$ cat config.mk
export PLATFORM = sky130hd
export DESIGN_NAME = seg7_time_decoder_flat
export DESIGN_NICKNAME = d
export VERILOG_FILES = /design/src/rtl/seg7_time_decoder_if.sv /design/src/rtl/seg7_time_decoder.sv /design/src/flat_wrapper.sv
export SDC_FILE = /design/constraint.sdc
export NUM_CORES = 1
export LEC_CHECK = 0
export ABC_AREA = 1
export CAP_MARGIN = 20
export CORE_ASPECT_RATIO = 2
export CORE_MARGIN = 2
export CORE_UTILIZATION = 45
export DETAILED_ROUTE_END_ITERATION = 10
export GPL_TIMING_DRIVEN = 0
export PLACE_DENSITY_LB_ADDON = 0.2
export SYNTH_ARGS = -nofsm -noshare
export SYNTH_HDL_FRONTEND = slang
export SYNTH_SLANG_ARGS = --single-unit
$ cat constraint.sdc
create_clock -name clk -period 6.25 [get_ports clk]
set_input_delay 1.25 -clock clk [delete_from_list [all_inputs] [get_ports clk]]
set_output_delay 1.25 -clock clk [all_outputs]
set_load 0.05 [all_outputs]
$ cat src/rtl/seg7_time_decoder_if.sv
// Bundle between the timer display path and the segment readback decoder:
// seven segment bytes plus start in, decode status and reconstructed time out.
interface seg7_time_decoder_if;
    logic        start;
    logic [7:0]  min_zehner;
    logic [7:0]  min_einer;
    logic [7:0]  sek_zehner;
    logic [7:0]  sek_einer;
    logic [7:0]  sek_zehntel;
    logic [7:0]  sek_hundertstel;
    logic [7:0]  sek_tausendstel;
    logic        busy;
    logic        done;
    logic        valid;
    logic        error;
    logic [1:0]  err_code;
    logic [2:0]  err_digit;
    logic        dp_fault;
    logic [27:0] digits;
    logic [31:0] ms_count;

    modport master (
        output start, min_zehner, min_einer, sek_zehner, sek_einer,
               sek_zehntel, sek_hundertstel, sek_tausendstel,
        input  busy, done, valid, error, err_code, err_digit, dp_fault,
               digits, ms_count
    );

    modport slave (
        input  start, min_zehner, min_einer, sek_zehner, sek_einer,
               sek_zehntel, sek_hundertstel, sek_tausendstel,
        output busy, done, valid, error, err_code, err_digit, dp_fault,
               digits, ms_count
    );
endinterface

$ cat src/rtl/seg7_time_decoder.sv
// Snapshots seven segment bytes, decodes them one digit per cycle back to
// nibbles, range-checks them and rebuilds the elapsed time in milliseconds.
module seg7_time_decoder (
    input logic                 clk,
    input logic                 rst_n,
    seg7_time_decoder_if.slave  bus
);
    localparam logic [1:0] IDLE   = 2'd0;
    localparam logic [1:0] DECODE = 2'd1;
    localparam logic [1:0] FINISH = 2'd2;

    localparam logic [1:0] CLS_DIGIT = 2'd0;
    localparam logic [1:0] CLS_HEX   = 2'd1;
    localparam logic [1:0] CLS_UNK   = 2'd2;

    // Returns {class, nibble}; unlit or garbled patterns map to nibble F.
    function automatic logic [5:0] decode_seg(input logic [6:0] pat);
        case (pat)
            7'b1111110: return {CLS_DIGIT, 4'h0};
            7'b0110000: return {CLS_DIGIT, 4'h1};
            7'b1101101: return {CLS_DIGIT, 4'h2};
            7'b1111001: return {CLS_DIGIT, 4'h3};
            7'b0110011: return {CLS_DIGIT, 4'h4};
            7'b1011011: return {CLS_DIGIT, 4'h5};
            7'b1011111: return {CLS_DIGIT, 4'h6};
            7'b1110000: return {CLS_DIGIT, 4'h7};
            7'b1111111: return {CLS_DIGIT, 4'h8};
            7'b1111011: return {CLS_DIGIT, 4'h9};
            7'b1110111: return {CLS_HEX,   4'hA};
            7'b0011111: return {CLS_HEX,   4'hB};
            7'b1001110: return {CLS_HEX,   4'hC};
            7'b0111101: return {CLS_HEX,   4'hD};
            7'b1001111: return {CLS_HEX,   4'hE};
            7'b1000111: return {CLS_HEX,   4'hF};
            default:    return {CLS_UNK,   4'hF};
        endcase
    endfunction

    function automatic logic [31:0] weight(input logic [2:0] i);
        case (i)
            3'd0:    return 32'd600000;
            3'd1:    return 32'd60000;
            3'd2:    return 32'd10000;
            3'd3:    return 32'd1000;
            3'd4:    return 32'd100;
            3'd5:    return 32'd10;
            default: return 32'd1;
        endcase
    endfunction

    logic [1:0]  state;
    logic [55:0] snap;
    logic [2:0]  idx;
    logic [31:0] acc;
    logic [27:0] dig_w;
    logic        err_w;
    logic [1:0]  code_w;
    logic [2:0]  edig_w;
    logic        dp_w;

    logic        busy_r, done_r, valid_r, error_r, dp_r;
    logic [1:0]  code_r;
    logic [2:0]  edig_r;
    logic [27:0] digits_r;
    logic [31:0] ms_r;

    logic [7:0]  cur;
    logic [5:0]  dec;
    logic [3:0]  nib;
    logic [1:0]  dcode;
    logic        dp_bad;

    // The snapshot shifts left each decode cycle, so the current digit is always on top.
    always_comb begin
        cur    = snap[55:48];
        dec    = decode_seg(cur[7:1]);
        nib    = dec[3:0];
        dcode  = 2'b00;
        if (dec[5:4] == CLS_UNK)
            dcode = 2'b01;
        else if (dec[5:4] == CLS_HEX)
            dcode = 2'b10;
        else if (idx == 3'd2 && nib > 4'd5)
            dcode = 2'b11;
        dp_bad = cur[0] != ((idx == 3'd1) || (idx == 3'd3));
    end

    always_ff @(posedge clk or negedge rst_n) begin
        if (!rst_n) begin
            state    <= IDLE;
            snap     <= '0;
            idx      <= '0;
            acc      <= '0;
            dig_w    <= '0;
            err_w    <= 1'b0;
            code_w   <= '0;
            edig_w   <= '0;
            dp_w     <= 1'b0;
            busy_r   <= 1'b0;
            done_r   <= 1'b0;
            valid_r  <= 1'b0;
            error_r  <= 1'b0;
            dp_r     <= 1'b0;
            code_r   <= '0;
            edig_r   <= '0;
            digits_r <= '0;
            ms_r     <= '0;
        end else begin
            done_r <= 1'b0;
            case (state)
                IDLE: begin
                    if (bus.start) begin
                        snap   <= {bus.min_zehner, bus.min_einer, bus.sek_zehner,
                                   bus.sek_einer, bus.sek_zehntel,
                                   bus.sek_hundertstel, bus.sek_tausendstel};
                        idx    <= '0;
                        acc    <= '0;
                        dig_w  <= '0;
                        err_w  <= 1'b0;
                        code_w <= '0;
                        edig_w <= '0;
                        dp_w   <= 1'b0;
                        busy_r <= 1'b1;
                        state  <= DECODE;
                    end
                end
                DECODE: begin
                    snap  <= {snap[47:0], 8'h00};
                    dig_w <= {dig_w[23:0], nib};
                    if (dcode == 2'b00)
                        acc <= acc + 32'(nib) * weight(idx);
                    if (!err_w && dcode != 2'b00) begin
                        err_w  <= 1'b1;
                        code_w <= dcode;
                        edig_w <= idx;
                    end
                    if (dp_bad)
                        dp_w <= 1'b1;
                    idx <= idx + 3'd1;
                    if (idx == 3'd6)
                        state <= FINISH;
                end
                FINISH: begin
                    digits_r <= dig_w;
                    error_r  <= err_w;
                    valid_r  <= !err_w;
                    code_r   <= code_w;
                    edig_r   <= edig_w;
                    dp_r     <= dp_w;
                    if (!err_w)
                        ms_r <= acc;
                    busy_r <= 1'b0;
                    done_r <= 1'b1;
                    state  <= IDLE;
                end
                default: state <= IDLE;
            endcase
        end
    end

    assign bus.busy      = busy_r;
    assign bus.done      = done_r;
    assign bus.valid     = valid_r;
    assign bus.error     = error_r;
    assign bus.err_code  = code_r;
    assign bus.err_digit = edig_r;
    assign bus.dp_fault  = dp_r;
    assign bus.digits    = digits_r;
    assign bus.ms_count  = ms_r;
endmodule

$ cat src/flat_wrapper.sv
// flat-port wrapper written by rule: the top's interface ports become plain ports
module seg7_time_decoder_flat 
  (clk, rst_n, bus_start, bus_min_zehner, bus_min_einer, bus_sek_zehner, bus_sek_einer, bus_sek_zehntel, bus_sek_hundertstel, bus_sek_tausendstel, bus_busy, bus_done, bus_valid, bus_error, bus_err_code, bus_err_digit, bus_dp_fault, bus_digits, bus_ms_count);
  seg7_time_decoder_if bus_i ();
  input logic clk;
  input logic rst_n;
  input wire logic [$bits(bus_i.start)-1:0] bus_start;
  input wire logic [$bits(bus_i.min_zehner)-1:0] bus_min_zehner;
  input wire logic [$bits(bus_i.min_einer)-1:0] bus_min_einer;
  input wire logic [$bits(bus_i.sek_zehner)-1:0] bus_sek_zehner;
  input wire logic [$bits(bus_i.sek_einer)-1:0] bus_sek_einer;
  input wire logic [$bits(bus_i.sek_zehntel)-1:0] bus_sek_zehntel;
  input wire logic [$bits(bus_i.sek_hundertstel)-1:0] bus_sek_hundertstel;
  input wire logic [$bits(bus_i.sek_tausendstel)-1:0] bus_sek_tausendstel;
  output wire logic [$bits(bus_i.busy)-1:0] bus_busy;
  output wire logic [$bits(bus_i.done)-1:0] bus_done;
  output wire logic [$bits(bus_i.valid)-1:0] bus_valid;
  output wire logic [$bits(bus_i.error)-1:0] bus_error;
  output wire logic [$bits(bus_i.err_code)-1:0] bus_err_code;
  output wire logic [$bits(bus_i.err_digit)-1:0] bus_err_digit;
  output wire logic [$bits(bus_i.dp_fault)-1:0] bus_dp_fault;
  output wire logic [$bits(bus_i.digits)-1:0] bus_digits;
  output wire logic [$bits(bus_i.ms_count)-1:0] bus_ms_count;
  assign bus_i.start = bus_start;
  assign bus_i.min_zehner = bus_min_zehner;
  assign bus_i.min_einer = bus_min_einer;
  assign bus_i.sek_zehner = bus_sek_zehner;
  assign bus_i.sek_einer = bus_sek_einer;
  assign bus_i.sek_zehntel = bus_sek_zehntel;
  assign bus_i.sek_hundertstel = bus_sek_hundertstel;
  assign bus_i.sek_tausendstel = bus_sek_tausendstel;
  assign bus_busy = bus_i.busy;
  assign bus_done = bus_i.done;
  assign bus_valid = bus_i.valid;
  assign bus_error = bus_i.error;
  assign bus_err_code = bus_i.err_code;
  assign bus_err_digit = bus_i.err_digit;
  assign bus_dp_fault = bus_i.dp_fault;
  assign bus_digits = bus_i.digits;
  assign bus_ms_count = bus_i.ms_count;
  seg7_time_decoder u_core (.clk(clk), .rst_n(rst_n), .bus(bus_i));
endmodule
==> results.toml, run 1 <==
[status]
status = "complete, no violations"

[grt]
overflow = 0
grt_max_degree = 118
grt_use_total = 0.255
grt_pass1_wl_um = 54100
grt_pass1_vias = 10764
antenna_found_initial = 0

[route]
final_antenna_net_count = 0
avgRoutedWirePerCell_um = 16.5
firstDrtPassIters = 5
drt_iter0_markers = 543
via_count = 10199
viasPerCell = 5.08
routed_wl_um = 33200
detail_route.drc_violations = 0

[placement]
routabilityCongestion = 0.954
place_inst = 1974
port_buffers = 128
dp_hpwl_um = 26800

[die]
die_h_um = 232
initial_utilization = 0.457
die_x_um = 118
core_sq_um = 25500
dieArea_sq_um = 27300
io_pins = 129
rows = 83

[worst_setup_path]
cp-end-kind = "flop"
crit_path_frequent_cell = "nand2_1"
critPathTopFamily = "adder cells"
cp.arrival_ns = 6.13
crit_type = "flop to flop"
cpPeakStageDelay_ns = 0.56
startpoint = "u_core.snap[53]"
cp_num_buf_inv = 5
cp_data_required_time_ns = 6.65
crit_slowest_cell = "fa_1"
critPathLaunchType = "flop"
r2r-start = "u_core.snap[53]"
crit_fanout = 10

[yosys]
ys.flop_type = "dfrtp_1"
syn_inst = 1505
synth_edf_count = 0
netlist_area_sq_um = 11700
ys_types = 37
ys_ff_latch = 198
syn_nets = 1652
async_flop_share = 1.00
avgSynthCellArea_sq_um = 7.75
seq_area_frac_synth = 0.425
yosysWarnings = 0

[sta]
rsz0062_at_grt = "no"
slew_violations = 0
fmax_mhz = 174
period_needed_ns = 5.73
finalHoldViolations = 0
fin_skew_ns = 0.0119
max-slew-margin-rel = 0.405
post-route-period-util = 0.917
worst_slew_pin_slew_ns = 0.889
finalSetupViolCount = 0

[hold_path]
min_from = "u_core.acc[12]"
hold_path.class = "flop to flop"

[final_layout]
final_common_cell = "nand2_1"
area_growth_pct = 19.7
num-nets-final = 1800
final_cells = 2006
num_antenna_cells = 0
layout.cells.most_common_list = "367 x nand2_1, 207 x inv_1, 198 x dfrtp_1"
drive_gt1_frac = 0.0378

[clocking]
htree_levels = 4
path_clk_slew_ns = 0.07
cts_buffers = 17
clkSinkCount = 198
cts_setup_buffers = 0
cts_tree = "done"
cts_root_buffer = "clkbuf_16"
clk_latency_ns = 0.47
cts_hold_repair.buffers = 0
clk_path_buf_depth = 2

[job]
max_cap_viol_count = 0
-- per-layer routing --
| layer | share of wire | up-vias | GRT usage |
|---|---|---|---|
| li1 | - | 5044 | - |
| met1 | 0.36 | 4830 | 0.255 |
| met2 | 0.56 | 238 | 0.502 |
| met3 | 0.030 | 87 | 0.0339 |
| met4 | 0.051 | 0 | 0.137 |
| met5 | 0 | - | 0 |
-- through the flow --
| stage | utilization | hold slack (ns) | setup TNS, ns | area (sq um) | worst slack (ns) |
|---|---|---|---|---|---|
| 6_report | 0.547 | 0.473 | 0 | 14000 | 0.517 |
| 5_1_grt | 0.547 | 0.485 | 0 | 14000 | 0.0142 |
| 4_1_cts | 0.547 | 0.476 | 0 | 14000 | 0.382 |
| 3_5_place_dp | 0.525 | 0.459 | 0 | 13400 | 0.412 |
| 3_3_place_gp | 0.523 | 0.453 | -853.38 | 13400 | -4.33 |
| 2_1_floorplan | - | 0.442 | 0 | 11700 | 1.52 |
-- worst reg2reg max path: cells and delay by family (launching register included) --
kind            cells  cell delay [ns]
buf+inv             5             0.84
simple gates       17             1.90
flops               1             0.42
fa+ha+maj           4             1.93
compound gates      3             0.58
-- sequential cells by signal, indices dropped and copies added, names as in the netlist --
signal / cells
u_core.state: 2
u_core.edig_w: 3
u_core.err_w: 1
u_core.bus.done: 1
u_core.bus.dp_fault: 1
u_core.bus.ms_count: 32
u_core.snap: 56
u_core.bus.err_digit: 3
u_core.bus.valid: 1
u_core.bus.digits: 28
u_core.dig_w: 28
u_core.acc: 32
u_core.bus.error: 1
u_core.code_w: 2
u_core.dp_w: 1
u_core.idx: 3
u_core.bus.err_code: 2
u_core.bus.busy: 1
-- final cells by class --
class / instances / area, sq um
multi-input combinational: 1033 / 5650
clock buffer: 19 / 453
clock inverter: 13 / 111
buffer: 59 / 255
tap: 340 / 425
inverter: 215 / 807
sequential: 198 / 4950
fill: 2554 / 11600
timing repair buffer: 129 / 1310
-- cells in the mapped netlist (3+ instances only) --
library cell | n | area, sq um
inv_1 | 207 | 777
xor2_1 | 6 | 52.6
nand2_1 | 367 | 1380
dfrtp_1 | 198 | 4950
nand3_1 | 79 | 395
o21ai_1 | 13 | 65.1
fa_1 | 46 | 921
ha_1 | 42 | 526
nand4_1 | 6 | 37.5
buf_4 | 3 | 22.5
nor2_1 | 191 | 717
a21oi_1 | 82 | 410
o21ai_0 | 125 | 626
clkinv_1 | 3 | 11.3
o22ai_1 | 37 | 231
clkbuf_1 | 51 | 191
o21a_1 | 4 | 30.0
inv_2 | 5 | 18.8
nor2_2 | 6 | 37.5
nand2_2 | 3 | 18.8
nand3_2 | 3 | 30.0
nor3_1 | 7 | 35.0
buf_6 | 3 | 33.8
-- cells by family (layout without fill, tap and decap cells) --
family	count (synthesis)	count (layout)	share of synthesized area
AO/OA/AOI/OAI	270	270	0.123
buffers and inverters	274	435	0.0911
flip-flops	198	198	0.425
AND/OR/NAND/NOR	668	668	0.232
XOR/XNOR	7	7	0.00526
adder cells (fa/ha/maj)	88	88	0.124
-- what timing repair did --
| item | CTS | global route |
|---|---|---|
| hold endpoints to repair | 0 | 0 |
| gates resized for setup | 0 | 1 |
| endpoints found under the setup margin | 0 | 6 |
-- final timing paths --
kind,to,slack (ns),depth (start not counted)
min in group asynchronous,u_core.bus.digits[8],0.74,1
max in group asynchronous,u_core.acc[14],4.48,2
hold / removal,u_core.acc[12],0.47,2
setup / recovery,u_core.acc[19],0.52,29
hold reg to reg,u_core.acc[12],0.47,2
setup reg to reg,u_core.acc[19],0.52,29
Power of run 1 is not shown: default switching activity piles up to over one toggle a cycle in this logic, so the estimate is an artifact.
==> run 2, diff against run 1 <==
--- a/config.mk
+++ b/config.mk
@@ -8,7 +8,7 @@
 export ABC_AREA = 1
 export CAP_MARGIN = 20
 export CORE_ASPECT_RATIO = 2
-export CORE_MARGIN = 2
+export CORE_MARGIN = 10
 export CORE_UTILIZATION = 45
 export DETAILED_ROUTE_END_ITERATION = 10
 export GPL_TIMING_DRIVEN = 0
==> results.toml, run 2 (same netlist as run 1, synthesis figures left out) <==
[sta]
max-slew-margin-rel = 0.357
worst_slew_pin_slew_ns = 0.961
whs_ns = 0.472
finalSetupTns_ns = 0
finalHoldViolations = 0
fin_skew_ns = 0.0105
period_needed_ns = 5.75
finalSetupViolCount = 0
fmax_mhz = 174
post-route-period-util = 0.919
slew_violations = 0
rsz0062_at_grt = "no"

[placement]
dp_hpwl_um = 28500
routabilityCongestion = 0.959
port_buffers = 128
dpl_cell_area_sq_um = 13400

[hold_path]
hold_path.class = "flop to flop"
min_to = "u_core.acc[14]"
min_path_cells = 2
min_from = "u_core.acc[14]"

[die]
initial_utilization = 0.455
core_sq_um = 25700
die_h_um = 248
die_x_um = 134
dieArea_sq_um = 33200
rows = 83
io_pins = 129

[grt]
antenna_found_initial = 0
grt_use_total = 0.216
grt_pass1_vias = 10647
grt_max_degree = 106
overflow = 0
grt_pass1_wl_um = 55600

[final_layout]
num-nets-final = 1800
largest_reg_flops = 56
largest-register = "u_core.snap"
fillers = 2543
final_core_util = 0.547
area_growth_pct = 20.2
layout.cells.most_common_list = "367 x nand2_1, 207 x inv_1, 198 x dfrtp_1"
regArea_sq_um = 4950
drive_gt1_frac = 0.0372
multi_input_area_sq_um = 5650
num_antenna_cells = 0
fin_area_sq_um = 14000
final_common_cell = "nand2_1"

[worst_setup_path]
r2r-start = "u_core.snap[53]"
crit_path_frequent_cell = "nand2_1"
cpPeakStageDelay_ns = 0.56
crit_type = "flop to flop"
rr_worst_depth = 29
cp-end-kind = "flop"
timing.rr.end = "u_core.acc[19]"
r2r_slack_ns = 0.50
crit_slowest_cell = "fa_1"
critPathLaunchType = "flop"
crit_fanout = 10
cp.arrival_ns = 6.15
cp_data_required_time_ns = 6.66

[route]
via_count = 10135
avgRoutedWirePerCell_um = 17.4
drt_iter0_markers = 508
viasPerCell = 5.05
detail_route.drc_violations = 0
firstDrtPassIters = 5
final_antenna_net_count = 0
routed_wl_um = 34900

[clocking]
path_clk_slew_ns = 0.07
cts_tree = "done"
cts_root_buffer = "clkbuf_16"
clkSinkCount = 198
clk_latency_ns = 0.47
clk_path_buf_depth = 2
htree_levels = 4
cts_buffers = 17
cts_hold_repair.buffers = 0

[status]
status = "complete, no violations"

[job]
max_cap_viol_count = 0
[run 2: cell count changes in the layout (fill, tap and decap cells not counted), sizes merged]
cell / delta
bufinv: +2
inv: -2
clkinv: -2
clkbuf: +1
clkinvlp: +1
[run 2: stage by stage]
stage,setup WS [ns],cells
3_3_place_gp,-4.33,1973
2_1_floorplan,1.52,1505
6_report,0.504,2006
5_1_grt,0.135,2006
3_5_place_dp,0.416,1974
4_1_cts,0.374,2006
[run 2: worst max-delay path: cells and delay by family (launching register included)]
kind	cells	cell delay (ns)
fa+ha+maj	4	1.91
buf+inv	5	0.86
simple gates	17	1.90
flops	1	0.43
compound gates	3	0.57
[run 2: worst max path at each step]
stage / start / endpoint / slack [ns] / cells after the start
after detailed placement: u_core.snap[53] / u_core.acc[19] / 0.42 / 29
final: u_core.snap[53] / u_core.acc[19] / 0.50 / 29
after global placement: rst_n / u_core.acc[26] / -4.33 / 1
after global routing: u_core.snap[52] / u_core.acc[28] / 0.14 / 30
after CTS: u_core.snap[53] / u_core.acc[19] / 0.37 / 29
after floorplan: u_core.snap[52] / u_core.acc[31] / 1.52 / 30
[run 2: repair_timing]
| action | 4_1_cts | 5_1_grt |
|---|---|---|
| resized for setup | 0 | 1 |
| endpoints found under the setup margin | 0 | 3 |
| buffers inserted | 0 | 0 |
[run 2: routing by layer]
layer	up-vias	GRT usage	wire [um]
li1	5058	-	-
met2	201	0.428	19900
met3	58	0.0316	1070
met1	4818	0.207	12500
met5	-	0	0
met4	0	0.113	1430
[run 2: cell type report]
class,instances,area share
Multi-Input combinational cell,1033,0.403
Sequential cell,198,0.353
Timing Repair Buffer,129,0.0937
Inverter,215,0.0575
Clock buffer,20,0.0326
Tap cell,340,0.0303
Buffer,59,0.0182
Clock inverter,12,0.0116
Power of run 2 is left out for the same reason.
==> run 3, diff against run 2 <==
--- a/config.mk
+++ b/config.mk
@@ -13,6 +13,7 @@
 export DETAILED_ROUTE_END_ITERATION = 10
 export GPL_TIMING_DRIVEN = 0
 export PLACE_DENSITY_LB_ADDON = 0.2
+export SKIP_LAST_GASP = 1
 export SYNTH_ARGS = -nofsm -noshare
 export SYNTH_HDL_FRONTEND = slang
 export SYNTH_SLANG_ARGS = --single-unit
==> results of run 3 <==
Same layout as run 2: the final DEF is identical, and so are final timing and power.
Power of run 3 is left out for the same reason.
